==> src/rtl/imem_loader.sv <==
// imem_loader: framed byte-stream boot loader writing little-endian words into instruction memory.
// Define IMEM_LOADER_CHECKSUM_EN to require a trailing XOR checksum byte.
module imem_loader #(
    parameter int ADDR_W = 8
) (
    input  logic              CLK,
    input  logic              RST_N,
    input  logic              start,
    input  logic              byte_valid,
    input  logic [7:0]        byte_data,
    output logic              byte_ready,
    output logic              mem_we,
    output logic [ADDR_W-1:0] mem_addr,
    output logic [31:0]       mem_wdata,
    output logic              cpu_hold,
    output logic              busy,
    output logic              done,
    output logic              error,
    output logic [ADDR_W:0]   word_count
);
`ifdef IMEM_LOADER_CHECKSUM_EN
    typedef enum logic [2:0] {IDLE, LEN_LO, LEN_HI, DATA, CHECK, DONE, ERR} state_t;
    localparam state_t FIN = CHECK;
    logic [7:0] csum;
`else
    typedef enum logic [2:0] {IDLE, LEN_LO, LEN_HI, DATA, DONE, ERR} state_t;
    localparam state_t FIN = DONE;
`endif
    localparam logic [ADDR_W:0] WC_ONE = {{ADDR_W{1'b0}}, 1'b1};
    state_t      state, nxt;
    logic [7:0]  len_lo;
    logic [15:0] len, new_len;
    logic [1:0]  byte_cnt;
    logic [23:0] asm_q;
    logic        xfer, launch, bad_len, last, word_end;
    assign byte_ready = state != IDLE && state != DONE && state != ERR;
    assign xfer       = byte_valid & byte_ready;
    assign launch     = start & ~byte_ready;
    assign new_len    = {byte_data, len_lo};
    assign bad_len    = new_len == 16'd0 || 32'(new_len) > (32'd1 << ADDR_W);
    assign last       = 32'(word_count) + 32'd1 == 32'(len);
    assign word_end   = state == DATA && xfer && byte_cnt == 2'd3;
    always_ff @(posedge CLK)
        state <= !RST_N ? IDLE : nxt;
    always_comb begin
        nxt = state;
        case (state)
            LEN_LO:  if (xfer) nxt = LEN_HI;
            LEN_HI:  if (xfer) nxt = bad_len ? ERR : DATA;
            DATA:    if (word_end && last) nxt = FIN;
`ifdef IMEM_LOADER_CHECKSUM_EN
            CHECK:   if (xfer) nxt = byte_data == csum ? DONE : ERR;
`endif
            default: if (start) nxt = LEN_LO;
        endcase
    end
    // Status flags follow the next state so they line up with the state register.
    always_ff @(posedge CLK) begin
        if (!RST_N) begin
            mem_we     <= 1'b0;
            mem_addr   <= '0;
            mem_wdata  <= '0;
            cpu_hold   <= 1'b1;
            busy       <= 1'b0;
            done       <= 1'b0;
            error      <= 1'b0;
            word_count <= '0;
            len_lo     <= '0;
            len        <= '0;
            byte_cnt   <= '0;
            asm_q      <= '0;
`ifdef IMEM_LOADER_CHECKSUM_EN
            csum       <= '0;
`endif
        end else begin
            mem_we   <= 1'b0;
            busy     <= nxt != IDLE && nxt != DONE && nxt != ERR;
            done     <= nxt == DONE;
            error    <= nxt == ERR;
            cpu_hold <= nxt != DONE;
            if (launch) begin
                word_count <= '0;
                byte_cnt   <= '0;
`ifdef IMEM_LOADER_CHECKSUM_EN
                csum       <= '0;
`endif
            end
            if (state == LEN_LO && xfer)
                len_lo <= byte_data;
            if (state == LEN_HI && xfer)
                len <= new_len;
            if (state == DATA && xfer) begin
                asm_q    <= {byte_data, asm_q[23:8]};
                byte_cnt <= byte_cnt + 2'd1;
`ifdef IMEM_LOADER_CHECKSUM_EN
                csum     <= csum ^ byte_data;
`endif
            end
            if (word_end) begin
                mem_we     <= 1'b1;
                mem_wdata  <= {byte_data, asm_q};
                mem_addr   <= word_count[ADDR_W-1:0];
                word_count <= word_count + WC_ONE;
            end
        end
    end
endmodule

==> config.mk <==
export PLATFORM = sky130hd
export DESIGN_NAME = imem_loader
export DESIGN_NICKNAME = d
export VERILOG_FILES = /design/src/rtl/imem_loader.sv
export SDC_FILE = /design/constraint.sdc
export NUM_CORES = 1
export LEC_CHECK = 0
export BUFFER_PORTS_ARGS = -buffer_cell sky130_fd_sc_hd__buf_2
export CAP_MARGIN = 25
export CORE_MARGIN = 2
export CORE_UTILIZATION = 60
export DETAILED_ROUTE_END_ITERATION = 7
export GPL_ROUTABILITY_DRIVEN = 1
export PLACE_DENSITY = 0.88
export SLEW_MARGIN = 20
export SYNTH_ARGS = -nofsm -noshare
export SYNTH_HDL_FRONTEND = slang
export SYNTH_SLANG_ARGS = --single-unit
==> constraint.sdc <==
create_clock -name CLK -period 4.68 [get_ports CLK]
set_input_delay 0.468 -clock CLK [delete_from_list [all_inputs] [get_ports CLK]]
set_output_delay 0.468 -clock CLK [all_outputs]
set_load 0.005 [all_outputs]
==> results of run 1 <==
==> registers in the layout (all words and copies together) (netlist names) <==
signal / count
state: 3
byte_cnt: 2
word_count: 9
error: 1
done: 1
len_lo: 8
mem_addr: 8
busy: 1
mem_wdata: 32
mem_we: 1
asm_q: 24
len: 16
cpu_hold: 1
==> critical path, stage by stage, from the launching register on <==
cell and delay [ps]:
dfxtp_1 520, ha_1 310, xnor2_1 150, nand2_1 110
or4_1 540, or4b_4 550, o21ba_1 210, a211oi_2 180
==> logic make-up (layout without fill, tap and decap cells) <==
family / after synthesis / after routing
AND/OR/NAND/NOR: 262 / 262
AO/OA/AOI/OAI: 127 / 127
flip-flops: 107 / 107
buffers and inverters: 42 / 94
XOR/XNOR: 9 / 9
adder cells (fa/ha/maj): 2 / 2
==> path summary, 6_finish.rpt <==
kind                  from             to  slack, ps  cells past startpoint
max          word_count[0]          error       2050                      7
min           byte_data[2]  mem_wdata[26]        380                      3
max reg2reg  word_count[0]          error       2050                      7
min reg2reg    mem_addr[4]    mem_addr[4]        460                      2
==> routing by layer <==
layer,vias to the layer above,track usage,share of wire
met4,0,0.105,0.023
met5,-,0,0
met2,151,0.404,0.47
met1,1812,0.360,0.45
li1,1920,-,-
met3,19,0.0594,0.060
==> final cells by class <==
| class | count | area, um2 | area share |
|---|---|---|---|
| Timing Repair Buffer | 72 | 388 | 0.0806 |
| Tap cell | 96 | 120 | 0.0250 |
| Sequential cell | 107 | 2140 | 0.445 |
| Clock buffer | 13 | 159 | 0.0330 |
| Multi-Input combinational cell | 400 | 1930 | 0.402 |
| Clock inverter | 3 | 46.3 | 0.00963 |
| Inverter | 6 | 22.5 | 0.00468 |
==> cell usage after synthesis, drive strengths merged (4+ instances only) <==
cell type	count
nand2	189
dfxtp	107
a21oi	103
clkbuf	32
nor2	19
nand3	10
o21ai	9
inv	6
nor3	6
xnor2	6
nor4	5
or3	5
and2	4
and3	4
buf	4
or4	4
==> where the power goes <==
part	leakage [nW]	switching (W)	internal [W]
combinational	0.847	0.0000581	0.0000274
sequential	0.863	0.00000981	0.000920
clock	0.0998	0.000299	0.000278
total	1.81	0.000367	0.00123
==> per-stage QoR <==
| step | instances | hold slack [ps] | worst slack (ps) | power [W] | util |
|---|---|---|---|---|---|
| final | 697 | 383 | 2050 | 0.00159 | 0.704 |
| after global routing | 697 | 380 | 1910 | 0.00164 | 0.704 |
| after CTS | 696 | 371 | 2070 | 0.00160 | 0.701 |
| after detailed placement | 680 | 444 | 2100 | 0.00103 | 0.671 |
| after global placement | 680 | 440 | 2170 | 0.00103 | 0.671 |
| after floorplan | 549 | 432 | 2270 | 0.00100 | - |
==> qor.yml, run 1 <==
layout_commonest_cell: "nand2_1"
synthCells: 549
layout.nets: 610
async_flop_share: 0
synth_edf_count: 0
clock_skew_ps: 6.95
critPathKind: "reg2reg"
grt_pass1_vias: 3415
max_freq_mhz: 380
yosys.area.top_type: "dfxtp_1"
rows: 30
cts_resized: 0
fill_cells: 575
start_util: 0.621
place.gp.congestion: 0.866
clk_latency_ps: 370
rsz0062_at_grt: "false"
yosys-top-cells-area: "dfxtp_1, nand2_1, a21oi_1"
numClockSinks: 107
die_area_um2: 7760
synth_top_family_by_area: "simple AND/OR/NAND/NOR gates"
layout_common_cells: "nand2_1, dfxtp_1, a21oi_1, buf_2, nor2_1"
yosysUniqueCellTypes: 47
final_cell_area_um2: 4810
worst_pin_slew_ps: 966
clk_pin_slew_ps: 90
synth_seq_area_share: 0.505
vias: 3902
setup_viol: 0
cts_buffer_depth: 2
finalSetupTns_ps: 0
antenna-diode-count: 0
vias_per_cell: 5.60
wl_mm: 9.61
drcViolationCount: 0
syn_area_um2: 4240
final_max_slew_viol_count: 0
period_share: 0.563
start_kind: "register"
grt.overflow.total: 0
synth_ff_type: "dfxtp_1"
coreArea_um2: 6830
synth_nets: 563
drtAntennaViolNets: 0
ctsHoldBuffers: 0
grt_antenna_before_repair: 0
status: "completed"
yosys.area_share.simple: 0.266
pin_count: 67
yosysWarnings: 0
synthAdderAreaFrac: 0.00590
fp.dieH_um: 88.1
cts_made_buffers: 9
hold_violations: 0
detail_route.wl_per_cell_um: 13.8
place_area_um2: 4580
synthMuxAreaShare: 0
cts_setup_buffers: 0
cts_tree: "built"
grt_max_degree: 66
fin_crit_ps: 2630
postSynthRegisterBits: 107
firstDrtPassIters: 5
io_buffers: 66
root_buffer: "clkbuf_8"
crit_fanout: 9
drive_above_1_share: 0.153
grt_pass1_wl_mm: 15.9
synth_compound_area_frac: 0.162
power.density_nw_per_um2: 331
min_path_type: "in2reg"
htreeDepth: 3
cp-end-kind: "register"
place_hpwl_mm: 6.42
required_ps: 4980
critical_path_arrival_ps: 2930
synthXorXnorAreaFrac: 0.0203
synth_top_cell_area_share: 0.505
drt_iter0_drc: 309
grt_usage: 0.262
syn_area_per_cell_um2: 7.73
ir_worst_vdd_uv: 249
slew_headroom: 0.351
die_w_um: 88.1
leakagePower_nw: 1.81
cap_violations: 0
synthToLayoutAreaGrowth_pct: 13.4
No activity file was read; power rests on OpenSTA's default activity.
==> run 2: changes to the inputs <==
--- a/config.mk
+++ b/config.mk
@@ -5,13 +5,14 @@
 export SDC_FILE = /design/constraint.sdc
 export NUM_CORES = 1
 export LEC_CHECK = 0
+export ABC_AREA = 1
 export BUFFER_PORTS_ARGS = -buffer_cell sky130_fd_sc_hd__buf_2
 export CAP_MARGIN = 25
 export CORE_MARGIN = 2
-export CORE_UTILIZATION = 60
+export CORE_UTILIZATION = 50
 export DETAILED_ROUTE_END_ITERATION = 7
 export GPL_ROUTABILITY_DRIVEN = 1
-export PLACE_DENSITY = 0.88
+export PLACE_DENSITY = 0.79
 export SLEW_MARGIN = 20
 export SYNTH_ARGS = -nofsm -noshare
 export SYNTH_HDL_FRONTEND = slang
==> constraint.sdc (replaced) <==
create_clock -name CLK -period 2.2 [get_ports CLK]
set_input_delay 0.22 -clock CLK [delete_from_list [all_inputs] [get_ports CLK]]
set_output_delay 0.22 -clock CLK [all_outputs]
set_load 0.005 [all_outputs]
==> qor.yml, run 2 <==
syn_area_per_cell_um2: 7.67  # -0.77%
drcViolationCount: 0  # unchanged
yosysUniqueCellTypes: 24  # -49%
layout.cells.non_filler: 718  # +3.0%
die_area_um2: 9200  # +19%
cts_buffer_depth: 2  # unchanged
start_kind: "register"
fill_cells: 737  # +28%
layout.nets: 622  # +2.0%
setup_viol: 0  # unchanged
critPathKind: "reg2reg"
drive_above_1_share: 0.188  # +0.0345
ctsHoldBuffers: 0  # unchanged
yosysWarnings: 0  # unchanged
pin_count: 67  # unchanged
fin_ws_ps: 291  # -1750 ps
fp.dieH_um: 95.9  # +8.9%
yosys.area.top_type: "dfxtp_1"
coreArea_um2: 8220  # +20%
post-route-util: 0.587  # -0.117
clk_pin_slew_ps: 110  # +20 ps
synth_seq_area_share: 0.507  # +0.00209
multi_input_area_um2: 1730  # -10%
postSynthRegisterBits: 107  # unchanged
antenna-diode-count: 0  # unchanged
leakagePower_nw: 2.06  # +14%
grt.overflow.total: 0  # unchanged
min_path_type: "in2reg"
reg2regPathDepth: 11  # +4
synthToLayoutAreaGrowth_pct: 14.2
worst_pin_slew_ps: 785  # -181 ps
vias_per_cell: 5.36  # -4.3%
holdPathEnd: "asm_q[19]"
startpoint: "word_count[2]"
detail_route.wl_per_cell_um: 13.4  # -2.5%
syn_area_um2: 4230  # -0.41%
reg_top3: "mem_wdata (32), asm_q (24), len (16)"
finalSetupTns_ps: 0  # unchanged
grt_max_degree: 95  # +44%
place_hpwl_mm: 6.85  # +6.8%
rows: 33  # +10%
yosys-top-cells-area: "dfxtp_1, o21ai_0, a21oi_1"
r2r_end: "cpu_hold"
wl_mm: 9.65  # +0.48%
hp-start: "byte_data[3]"
r2r_slack_ps: 290  # -1750 ps
cts_made_buffers: 9  # unchanged
synth.most_common_cell: "dfxtp_1"
synth_top_cell_area_share: 0.507  # +0.00209
cp-end-kind: "register"
start_util: 0.514  # -0.107
hold_violations: 0  # unchanged
grt_usage: 0.217  # -0.0448
synth_ff_type: "dfxtp_1"
layout_common_cells: "dfxtp_1, o21ai_0, nand2_1, a21oi_1, buf_2"
largest_reg_flops: 32  # unchanged
cts_resized: 0  # unchanged
async_flop_share: 0  # unchanged
synth_nets: 565  # +0.36%
ir_worst_vdd_uv: 384  # +54%
htreeDepth: 3  # unchanged
regArea_um2: 2140  # unchanged
die_w_um: 95.9  # +8.9%
dp_slack_ps: 306  # -1800 ps
numClockSinks: 107  # unchanged
dp_cells: 702  # +3.2%
vias: 3847  # -1.4%
drt_iter0_drc: 190  # -39%
r2r_start: "word_count[2]"
cap_violations: 0  # unchanged
firstDrtPassIters: 4  # -1
required_ps: 2470  # -2510 ps
layout_commonest_cell: "dfxtp_1"
cts_tree: "built"
synth_edf_count: 0  # unchanged
grt_pass1_vias: 3474  # +1.7%
status: "completed"
clock_skew_ps: 11.6  # +4.65 ps
fin_crit_ps: 1910  # -726 ps
clk_latency_ps: 370  # about the same
drtAntennaViolNets: 0  # unchanged
root_buffer: "clkbuf_8"
io_buffers: 66  # unchanged
grt_pass1_wl_mm: 15.9  # -0.31%
critical_path_arrival_ps: 2180  # -750 ps
hold_path_depth: 3  # unchanged
rsz0062_at_grt: "false"
final_max_slew_viol_count: 0  # unchanged
max_freq_mhz: 524  # +38%
grt_antenna_before_repair: 0  # unchanged
crit_fanout: 11  # +2
regMostFlops: "mem_wdata"
power.density_nw_per_um2: 738  # +120%
slew_headroom: 0.476  # +0.125
synthTopCellsByCount: "dfxtp_1, o21ai_0, a21oi_1, nand2_1, inv_1"
cts_setup_buffers: 0  # unchanged
place.gp.congestion: 0.838  # -3.3%
period_share: 0.868  # +0.305
synthCells: 551  # +0.36%
[run 2: cell count changes after synthesis, moves of 12 or more]
cell     change
a21oi_1     -36
o21ai_1     +12
o21ai_0     +74
inv_1       +51
nor2_1      +24
nand3_1     +36
nand2_1    -122
[run 2: how the worst max path moves through the flow]
stage               slack, ps  endpoint
finish                    290  cpu_hold
detailed placement        310  cpu_hold
global placement          420  cpu_hold
CTS                       290  cpu_hold
global route                3  cpu_hold
floorplan                 380  cpu_hold
[run 2: per-stage QoR]
| stage | hold WS (ps) | power (W) | area [um2] |
|---|---|---|---|
| final | 152 | 0.00356 | 4830 |
| after detailed placement | 452 | 0.00244 | 4630 |
| after global routing | 164 | 0.00373 | 4830 |
| after global placement | 442 | 0.00243 | 4630 |
| after CTS | 140 | 0.00358 | 4830 |
| after floorplan | 364 | 0.00234 | 4230 |
[run 2: metal layers]
| layer | vias to the layer above | wire length (um) | global-route usage |
|---|---|---|---|
| li1 | 1946 | - | - |
| met1 | 1741 | 4460 | 0.297 |
| met2 | 145 | 4390 | 0.348 |
| met3 | 15 | 691 | 0.0431 |
| met4 | 0 | 112 | 0.0667 |
| met5 | - | 0 | 0 |
[run 2: power breakdown]
| part | total, W | switching [W] | leakage, nW | internal (W) |
|---|---|---|---|---|
| registers | 0.00205 | 0.0000420 | 0.864 | 0.00201 |
| logic | 0.000357 | 0.000237 | 1.10 | 0.000120 |
| clock network | 0.00116 | 0.000713 | 0.0958 | 0.000444 |
| total | 0.00356 | 0.000993 | 2.06 | 0.00257 |
[run 2: cell type report]
cell class,instances,share of cell area
flip-flops and latches,107,0.444
multi-input cells,354,0.359
repair buffers,76,0.0840
inverters,60,0.0467
well taps,105,0.0272
clock buffers,9,0.0257
clock inverters,7,0.0140
[run 2: logic make-up (layout without fill, tap and decap cells)]
logic type,Yosys count,in the layout,share of synthesized area
AND/OR/NAND/NOR,188,188,0.208
adder cells (fa/ha/maj),2,2,0.00592
AO/OA/AOI/OAI,164,164,0.196
flip-flops,107,107,0.507
buffers and inverters,90,152,0.0835
[run 2: worst max-delay path, stage by stage (launching register included)]
cell and delay, ps:
dfxtp_1 570, nand3_2 170, o21ai_1 190, nand2_1 100, nand2_1 70, nand2_1 50
nor2_1 110, nand3_2 140, nand2_2 120, nand3_2 90, nor2_1 130, nand2_1 50
